**src/rtl/fetch_sequencer_pkg.sv**
```systemverilog
// Shared definitions for the lab CPU fetch sequencer: widths, opcode fields and FSM encodings.
package fetch_sequencer_pkg;

    localparam int ADDR_W_DEF  = 8;
    localparam int INSTR_W_DEF = 8;

    // Opcode lives in the top two instruction bits; jumps carry a 6-bit page-local target.
    localparam int OP_HI  = 7;
    localparam int OP_LO  = 6;
    localparam int TGT_W  = 6;
    localparam logic [1:0] OP_JUMP = 2'b11;

    typedef enum logic [1:0] {
        ST_IDLE  = 2'b00,
        ST_FETCH = 2'b01,
        ST_HALT  = 2'b10
    } state_t;

    function automatic logic is_jump_op(input logic [1:0] opcode);
        return opcode == OP_JUMP;
    endfunction

endpackage

```
**src/rtl/fetch_sequencer_pc_next.sv**
```systemverilog
// Combinational next-pc selection: redirect, local jump or increment, plus end-of-program detect.
module fetch_pc_next
    import fetch_sequencer_pkg::*;
#(
    parameter int ADDR_W   = ADDR_W_DEF,
    parameter int INSTR_W  = INSTR_W_DEF,
    parameter int PROG_LEN = 32
) (
    input  logic [ADDR_W-1:0]  pc,
    input  logic [INSTR_W-1:0] imem_instr,
    input  logic               redirect_valid,
    input  logic [ADDR_W-1:0]  redirect_pc,
    output logic [ADDR_W-1:0]  next_pc,
    output logic               hit_end
);

    // One extra bit so that PROG_LEN == 2**ADDR_W can never match a wrapped pc.
    localparam logic [ADDR_W:0] END_PC = (ADDR_W+1)'(PROG_LEN);

    logic              is_jump;
    logic [ADDR_W-1:0] inc_pc;
    logic [ADDR_W-1:0] jump_pc;

    assign is_jump = is_jump_op(imem_instr[OP_HI:OP_LO]);
    assign inc_pc  = pc + ADDR_W'(1);

    // Jump keeps the current page bits and replaces the low field with the target.
    for (genvar gi = 0; gi < ADDR_W; gi++) begin : g_jump_bits
        if (gi < TGT_W) begin : g_tgt
            assign jump_pc[gi] = imem_instr[gi];
        end else begin : g_page
            assign jump_pc[gi] = pc[gi];
        end
    end

    always_comb begin
        next_pc = inc_pc;
        if (redirect_valid) begin
            next_pc = redirect_pc;
        end else if (is_jump) begin
            next_pc = jump_pc;
        end
    end

    assign hit_end = !redirect_valid && !is_jump && ({1'b0, inc_pc} == END_PC);

endmodule

```
**src/rtl/fetch_sequencer.sv**
```systemverilog
// Program counter and fetch controller with a single valid/ready output slot.
// Optional FETCH_SINGLE_STEP_EN adds a step input gating each load.
module fetch_sequencer
    import fetch_sequencer_pkg::*;
#(
    parameter int ADDR_W   = ADDR_W_DEF,
    parameter int INSTR_W  = INSTR_W_DEF,
    parameter int PROG_LEN = 32
) (
    input  logic               clk,
    input  logic               reset,
`ifdef FETCH_SINGLE_STEP_EN
    input  logic               step,
`endif
    input  logic               start,
    output logic [ADDR_W-1:0]  imem_addr,
    input  logic [INSTR_W-1:0] imem_instr,
    output logic [INSTR_W-1:0] instr_out,
    output logic [ADDR_W-1:0]  instr_pc,
    output logic               instr_valid,
    input  logic               instr_ready,
    input  logic               redirect_valid,
    input  logic [ADDR_W-1:0]  redirect_pc,
    output logic               halted
);

    state_t             state_reg;
    logic [ADDR_W-1:0]  pc_reg;
    logic [INSTR_W-1:0] instr_out_reg;
    logic [ADDR_W-1:0]  instr_pc_reg;
    logic               instr_valid_reg;
    logic               halted_reg;

    logic [ADDR_W-1:0]  pc_next;
    logic               hit_end;
    logic               slot_free;
    logic               step_ok;
    logic               do_load;

`ifdef FETCH_SINGLE_STEP_EN
    assign step_ok = step;
`else
    assign step_ok = 1'b1;
`endif

    fetch_pc_next #(
        .ADDR_W   (ADDR_W),
        .INSTR_W  (INSTR_W),
        .PROG_LEN (PROG_LEN)
    ) u_pc_next (
        .pc             (pc_reg),
        .imem_instr     (imem_instr),
        .redirect_valid (redirect_valid),
        .redirect_pc    (redirect_pc),
        .next_pc        (pc_next),
        .hit_end        (hit_end)
    );

    assign slot_free = !instr_valid_reg || instr_ready;
    assign do_load   = (state_reg == ST_FETCH) && slot_free && step_ok;

    always_ff @(posedge clk) begin
        if (reset) begin
            state_reg       <= ST_IDLE;
            pc_reg          <= '0;
            instr_out_reg   <= '0;
            instr_pc_reg    <= '0;
            instr_valid_reg <= 1'b0;
            halted_reg      <= 1'b0;
        end else begin
            case (state_reg)
                ST_IDLE: begin
                    if (start) begin
                        state_reg <= ST_FETCH;
                    end
                end
                default: begin
                    // Redirect flushes the slot even if decode is taking it this cycle.
                    if (redirect_valid) begin
                        pc_reg          <= pc_next;
                        instr_valid_reg <= 1'b0;
                        state_reg       <= ST_FETCH;
                        halted_reg      <= 1'b0;
                    end else if (do_load) begin
                        instr_out_reg   <= imem_instr;
                        instr_pc_reg    <= pc_reg;
                        instr_valid_reg <= 1'b1;
                        pc_reg          <= pc_next;
                        if (hit_end) begin
                            state_reg  <= ST_HALT;
                            halted_reg <= 1'b1;
                        end
                    end else if (instr_valid_reg && instr_ready) begin
                        instr_valid_reg <= 1'b0;
                    end
                end
            endcase
        end
    end

    assign imem_addr   = pc_reg;
    assign instr_out   = instr_out_reg;
    assign instr_pc    = instr_pc_reg;
    assign instr_valid = instr_valid_reg;
    assign halted      = halted_reg;

endmodule

```
**config.mk**
```make
export PLATFORM = sky130hd
export DESIGN_NAME = fetch_sequencer
export DESIGN_NICKNAME = d
export VERILOG_FILES = /design/src/rtl/fetch_sequencer_pkg.sv /design/src/rtl/fetch_sequencer_pc_next.sv /design/src/rtl/fetch_sequencer.sv
export SDC_FILE = /design/constraint.sdc
export NUM_CORES = 1
export LEC_CHECK = 0
export ABC_AREA = 1
export BUFFER_PORTS_ARGS = -buffer_cell sky130_fd_sc_hd__buf_2
export CORE_MARGIN = 1
export CORE_UTILIZATION = 53
export DETAILED_ROUTE_END_ITERATION = 8
export PLACE_DENSITY_LB_ADDON = 0.25
export SYNTH_ARGS = -nofsm -noshare
export SYNTH_HDL_FRONTEND = slang
export SYNTH_SLANG_ARGS = --single-unit
```
**constraint.sdc**
```tcl
create_clock -name clk -period 4.74 [get_ports clk]
set_clock_uncertainty 0.1 [all_clocks]
set_input_delay 0.948 -clock clk [delete_from_list [all_inputs] [get_ports clk]]
set_output_delay 0.948 -clock clk [all_outputs]
set_load 0.03 [all_outputs]
```
==> flow_summary.ini, run 1 <==
[status]
status = completed

[setup_path]
path_depth = 1
cp-start-kind = register
path_buf_inv = 1
critPathKind = reg -> out
rr_worst_depth = 8
cpLargestDelayFamily = flip-flops
worstPathCellList = buf_2
crit_arrival_ps = 1160
cpPeakStageDelay_ps = 560
crit_start = imem_addr[2]$_SDFFE_PP0P_
r2r-start = imem_addr[0]$_SDFFE_PP0P_
crit_path_max_fanout = 9
slowest_stage = dfxtp_1
critical_path.endpoint = imem_addr[2]
crit_path_end_kind = primary output
r2r_setup_slack_ps = 3000
timing.rr.end = state_reg[0]$_SDFFE_PP0P_
cp.required_ps = 3690

[power_and_ir_drop]
leakagePower_nw = 0.751
power_uw = 563
power_density_nw_per_um2 = 335
irDropWorstVdd_uv = 231

[cts]
cts_setup_buffers = 0
cts_htree_levels = 1
cts_tree = done
ctsLongestPathBuffers = 2
cts-resized-gates = 0
cts_sinks = 28
clk_pin_slew_ps = 150
cts_root_buffer = clkbuf_4
cts_hold_buffers = 0
clock_latency_ps = 340
cts_buffers = 3

[yosys]
synth-seq-area-share = 0.399
yosysWarnings = 0
synth_nets = 216
synth.area.top_cells = dfxtp_1, nand2_1, a21oi_1
synth-seq-cells = 28
syn_inst = 194
syn_area_um2 = 1410
syn_avg_cell_area_um2 = 7.25
yosysTopAreaCellShare = 0.399
synthDistinctLibCells = 29
yosysTopAreaCell = dfxtp_1

[floorplanning]
io_pins = 47
coreArea_um2 = 2500
fp.dieH_um = 53.5
die_x_um = 53.5
die-area_um2 = 2860
start_util = 0.563
placementRows = 18

[final_layout]
fillers = 227
layout-drive-gt1-share = 0.298
fin_cells = 265
syn_to_final_growth_pct = 19.4
antenna_cells = 0
fin_nets = 258
final_util = 0.672
fin_area_um2 = 1680

[global_route]
grt_usage = 0.245
grt_start_max_net_pins = 28
overflow = 0
grt_first_pass_wirelength_mm = 5.11
grt_pass1_vias = 1159
antenna_found_initial = 0

[drt]
vias_per_cell = 5.30
drtIter0Drc = 33
finalWirelength_mm = 3.21
wl_per_cell_um = 12.1
firstDrtPassIters = 4
postRouteAntennaNets = 0
drc_errors = 0
via_count = 1404

[timing]
post-route-period-util = 0.466
setup_viol = 0
whs_ps = 358
slew_headroom = 0.717
final-hold-violation-count = 0
drv_slew = 0
fmax_mhz = 452
finalCriticalPeriod_ps = 2210
tightest_slew_ps = 423
setup_slack_ps = 2530
rsz0062_at_grt = false
final.setup.tns_ps = 0

[place]
io_buffers = 46
gp_congestion = 0.847
dp_hpwl_mm = 2.38
place_ws_ps = 2550
dpl_cell_area_um2 = 1630
placed_cells = 261

[flow_run]
maxCapViolCount = 0

[worst_hold_path]
min_path_type = reg -> reg
[synthesized netlist by cell type]
library cell and number:
a21oi_2 2, ha_1 1, clkbuf_1 2, nand3_1 25, clkinv_1 1, buf_2 5
nand4_1 4, inv_4 1, nor2_1 7, o21bai_1 2, o21ai_1 2, nand2_1 41
dfxtp_1 28, o211ai_1 5, o21ai_2 1, inv_1 13, nand2_4 2, nand3_2 1
a311oi_1 1, nand4_2 1, a21oi_1 26, a31oi_1 1, o21ai_0 6, a211oi_1 2
nor2_2 3, nand2_2 5, nor2_4 1, buf_4 2, inv_2 3
[cells by family (layout without fill, tap and decap cells)]
family	Yosys count	in the layout	share of synthesized area
simple gates	90	90	0.310
compound gates	48	48	0.198
flops	28	28	0.399
buf+inv	27	68	0.0836
fa+ha+maj	1	1	0.00890
[area by class of cell]
class | count | area, µm² | share of cell area
clock buffer | 3 | 22.5 | 0.0134
inverter | 18 | 70.1 | 0.0417
timing repair buffer | 46 | 230 | 0.137
clock inverter | 1 | 30.0 | 0.0179
multi-input combinational | 139 | 728 | 0.434
tap | 30 | 37.5 | 0.0224
sequential | 28 | 561 | 0.334
[layout by cell type, fill, tap and decap left out, drive strengths merged]
master / n
inv: 17
o211ai: 5
bufinv: 1
nand2: 48
a311oi: 1
o21ai: 9
dfxtp: 28
a211oi: 2
ha: 1
o21bai: 2
a21oi: 28
nor2: 11
nand4: 5
clkbuf: 3
clkinv: 1
a31oi: 1
buf: 46
nand3: 26
[power breakdown]
group          internal (mW)  total (mW)  leakage (nW)  switching, mW
logic                 0.0414       0.130         0.495         0.0890
registers              0.251       0.271         0.229         0.0200
clock network         0.0856       0.162        0.0279         0.0764
[routing by layer]
layer / wire (µm) / track usage
met5: 0 / 0
met2: 1390 / 0.390
met3: 142 / 0.0259
met4: 39 / 0.0789
met1: 1640 / 0.343
[how the worst min path moves through the flow]
stage | from | end | cells after the start | slack (ps)
final | halted$_SDFFE_PP0P_ | halted$_SDFFE_PP0P_ | 2 | 360
after global routing | instr_pc[3]$_SDFFE_PP0P_ | instr_pc[3]$_SDFFE_PP0P_ | 2 | 390
after CTS | halted$_SDFFE_PP0P_ | halted$_SDFFE_PP0P_ | 2 | 360
after detailed placement | halted$_SDFFE_PP0P_ | halted$_SDFFE_PP0P_ | 2 | 340
after global placement | halted$_SDFFE_PP0P_ | halted$_SDFFE_PP0P_ | 2 | 340
after floorplan | state_reg[0]$_SDFFE_PP0P_ | state_reg[0]$_SDFFE_PP0P_ | 2 | 350
(Power assumes the default switching activity.)
==> inputs of run 2 (changes only) <==
--- a/config.mk
+++ b/config.mk
@@ -8,7 +8,7 @@
 export ABC_AREA = 1
 export BUFFER_PORTS_ARGS = -buffer_cell sky130_fd_sc_hd__buf_2
 export CORE_MARGIN = 1
-export CORE_UTILIZATION = 53
+export CORE_UTILIZATION = 44
 export DETAILED_ROUTE_END_ITERATION = 8
 export PLACE_DENSITY_LB_ADDON = 0.25
 export SYNTH_ARGS = -nofsm -noshare
==> constraint.sdc (replaced) <==
create_clock -name clk -period 1.8 [get_ports clk]
set_clock_uncertainty 0.1 [all_clocks]
set_input_delay 0.36 -clock clk [delete_from_list [all_inputs] [get_ports clk]]
set_output_delay 0.36 -clock clk [all_outputs]
set_load 0.03 [all_outputs]
==> flow_summary.ini, run 2 (synthesis gave the netlist of run 1 again) <==
[status]
status = completed

[timing]
post-route-period-util = 0.878
fmax_mhz = 633
slew_headroom = 0.731
final.setup.tns_ps = 0
setup_slack_ps = 219
final-hold-violation-count = 0
tightest_slew_ps = 404
drv_slew = 0
finalCriticalPeriod_ps = 1580
rsz0062_at_grt = false
setup_viol = 0

[global_route]
grt_first_pass_wirelength_mm = 5.66
overflow = 0
grt_pass1_vias = 1248
grt_usage = 0.214
grt_start_max_net_pins = 22
antenna_found_initial = 0

[drt]
postRouteAntennaNets = 0
finalWirelength_mm = 3.40
vias_per_cell = 4.96
drtIter0Drc = 40
via_count = 1410
wl_per_cell_um = 12.0
drc_errors = 0
firstDrtPassIters = 4

[setup_path]
crit_path_end_kind = primary output
rr_worst_depth = 7
slowest_stage = dfxtp_1
crit_arrival_ps = 1120
critPathKind = reg -> out
path_depth = 1
critical_path.endpoint = imem_addr[2]
cpLargestDelayFamily = flip-flops
timing.rr.end = state_reg[0]$_SDFFE_PP0P_
crit_path_max_fanout = 9
cp-start-kind = register
cpPeakStageDelay_ps = 530
crit_start = imem_addr[2]$_SDFFE_PP0P_
r2r_setup_slack_ps = 260
path_buf_inv = 1
r2r-start = imem_addr[2]$_SDFFE_PP0P_
worstPathCellList = buf_2
cp.required_ps = 1340

[floorplanning]
start_util = 0.461
fp.dieH_um = 58.5
placementRows = 20
die_x_um = 58.5
io_pins = 47
die-area_um2 = 3430
coreArea_um2 = 3050

[cts]
cts-resized-gates = 0
ctsLongestPathBuffers = 2
clk_pin_slew_ps = 170
cts_sinks = 28
cts_tree = done
clock_latency_ps = 330
cts_buffers = 3
cts_htree_levels = 1
cts_hold_buffers = 0
cts_root_buffer = clkbuf_4
cts_setup_buffers = 0

[final_layout]
final_cell_mix = buf_2, nand2_1, dfxtp_1
layout-drive-gt1-share = 0.313
fin_cells = 284
final_util = 0.568
fin_nets = 263
syn_to_final_growth_pct = 23.3
final_common_cell = buf_2
antenna_cells = 0

[flow_run]
maxCapViolCount = 0

[place]
placed_cells = 280
place_ws_ps = 303
dp_hpwl_mm = 2.58
gp_congestion = 0.895
io_buffers = 46

[power_and_ir_drop]
power_density_nw_per_um2 = 861
leakagePower_nw = 0.776
power_mw = 1.49
irDropWorstVdd_uv = 362

[worst_hold_path]
hold_depth = 2
min_path_type = in -> reg
[run 2: cell types whose count changed in the layout (fill, tap and decap cells not counted), sizes merged]
cell	before	now
buf	46	51
[run 2: worst min-delay path by stage]
stage	startpoint	endpoint	slack (ps)
5_1_grt	instr_ready	instr_valid$_SDFFE_PP0P_	130
2_1_floorplan	state_reg[0]$_SDFFE_PP0P_	state_reg[0]$_SDFFE_PP0P_	350
4_1_cts	instr_ready	instr_valid$_SDFFE_PP0P_	120
3_5_place_dp	halted$_SDFFE_PP0P_	halted$_SDFFE_PP0P_	340
3_3_place_gp	halted$_SDFFE_PP0P_	halted$_SDFFE_PP0P_	330
6_report	instr_ready	instr_valid$_SDFFE_PP0P_	120
[run 2: cell type report]
type	count	area, µm²
well taps	44	55.1
clock buffers	3	22.5
repair buffers	51	268
flip-flops and latches	28	561
multi-input cells	139	728
clock inverters	1	30.0
inverters	18	70.1
fillers	323	1320
[run 2: where the power goes]
part,internal (mW),switching [mW]
Clock,0.225,0.192
Sequential,0.661,0.0424
Combinational,0.122,0.251
Total,1.01,0.485
[run 2: layer usage]
metal / routed length (µm) / GRT usage
met1: 1710 / 0.318
met3: 179 / 0.0198
met5: 0 / 0
met2: 1490 / 0.333
met4: 19 / 0.0510
[run 2: worst reg2reg max path, delay by kind of cell (launching register included)]
kind | cells | cell delay, ps
AND/OR/NAND/NOR | 5 | 600
flip-flops | 1 | 530
AO/OA/AOI/OAI | 2 | 190
[run 2: metrics by stage]
step / area (µm²) / hold slack (ps)
floorplan: 1410 / 349
global placement: 1680 / 334
detailed placement: 1680 / 335
CTS: 1730 / 115
global route: 1730 / 125
finish: 1730 / 120
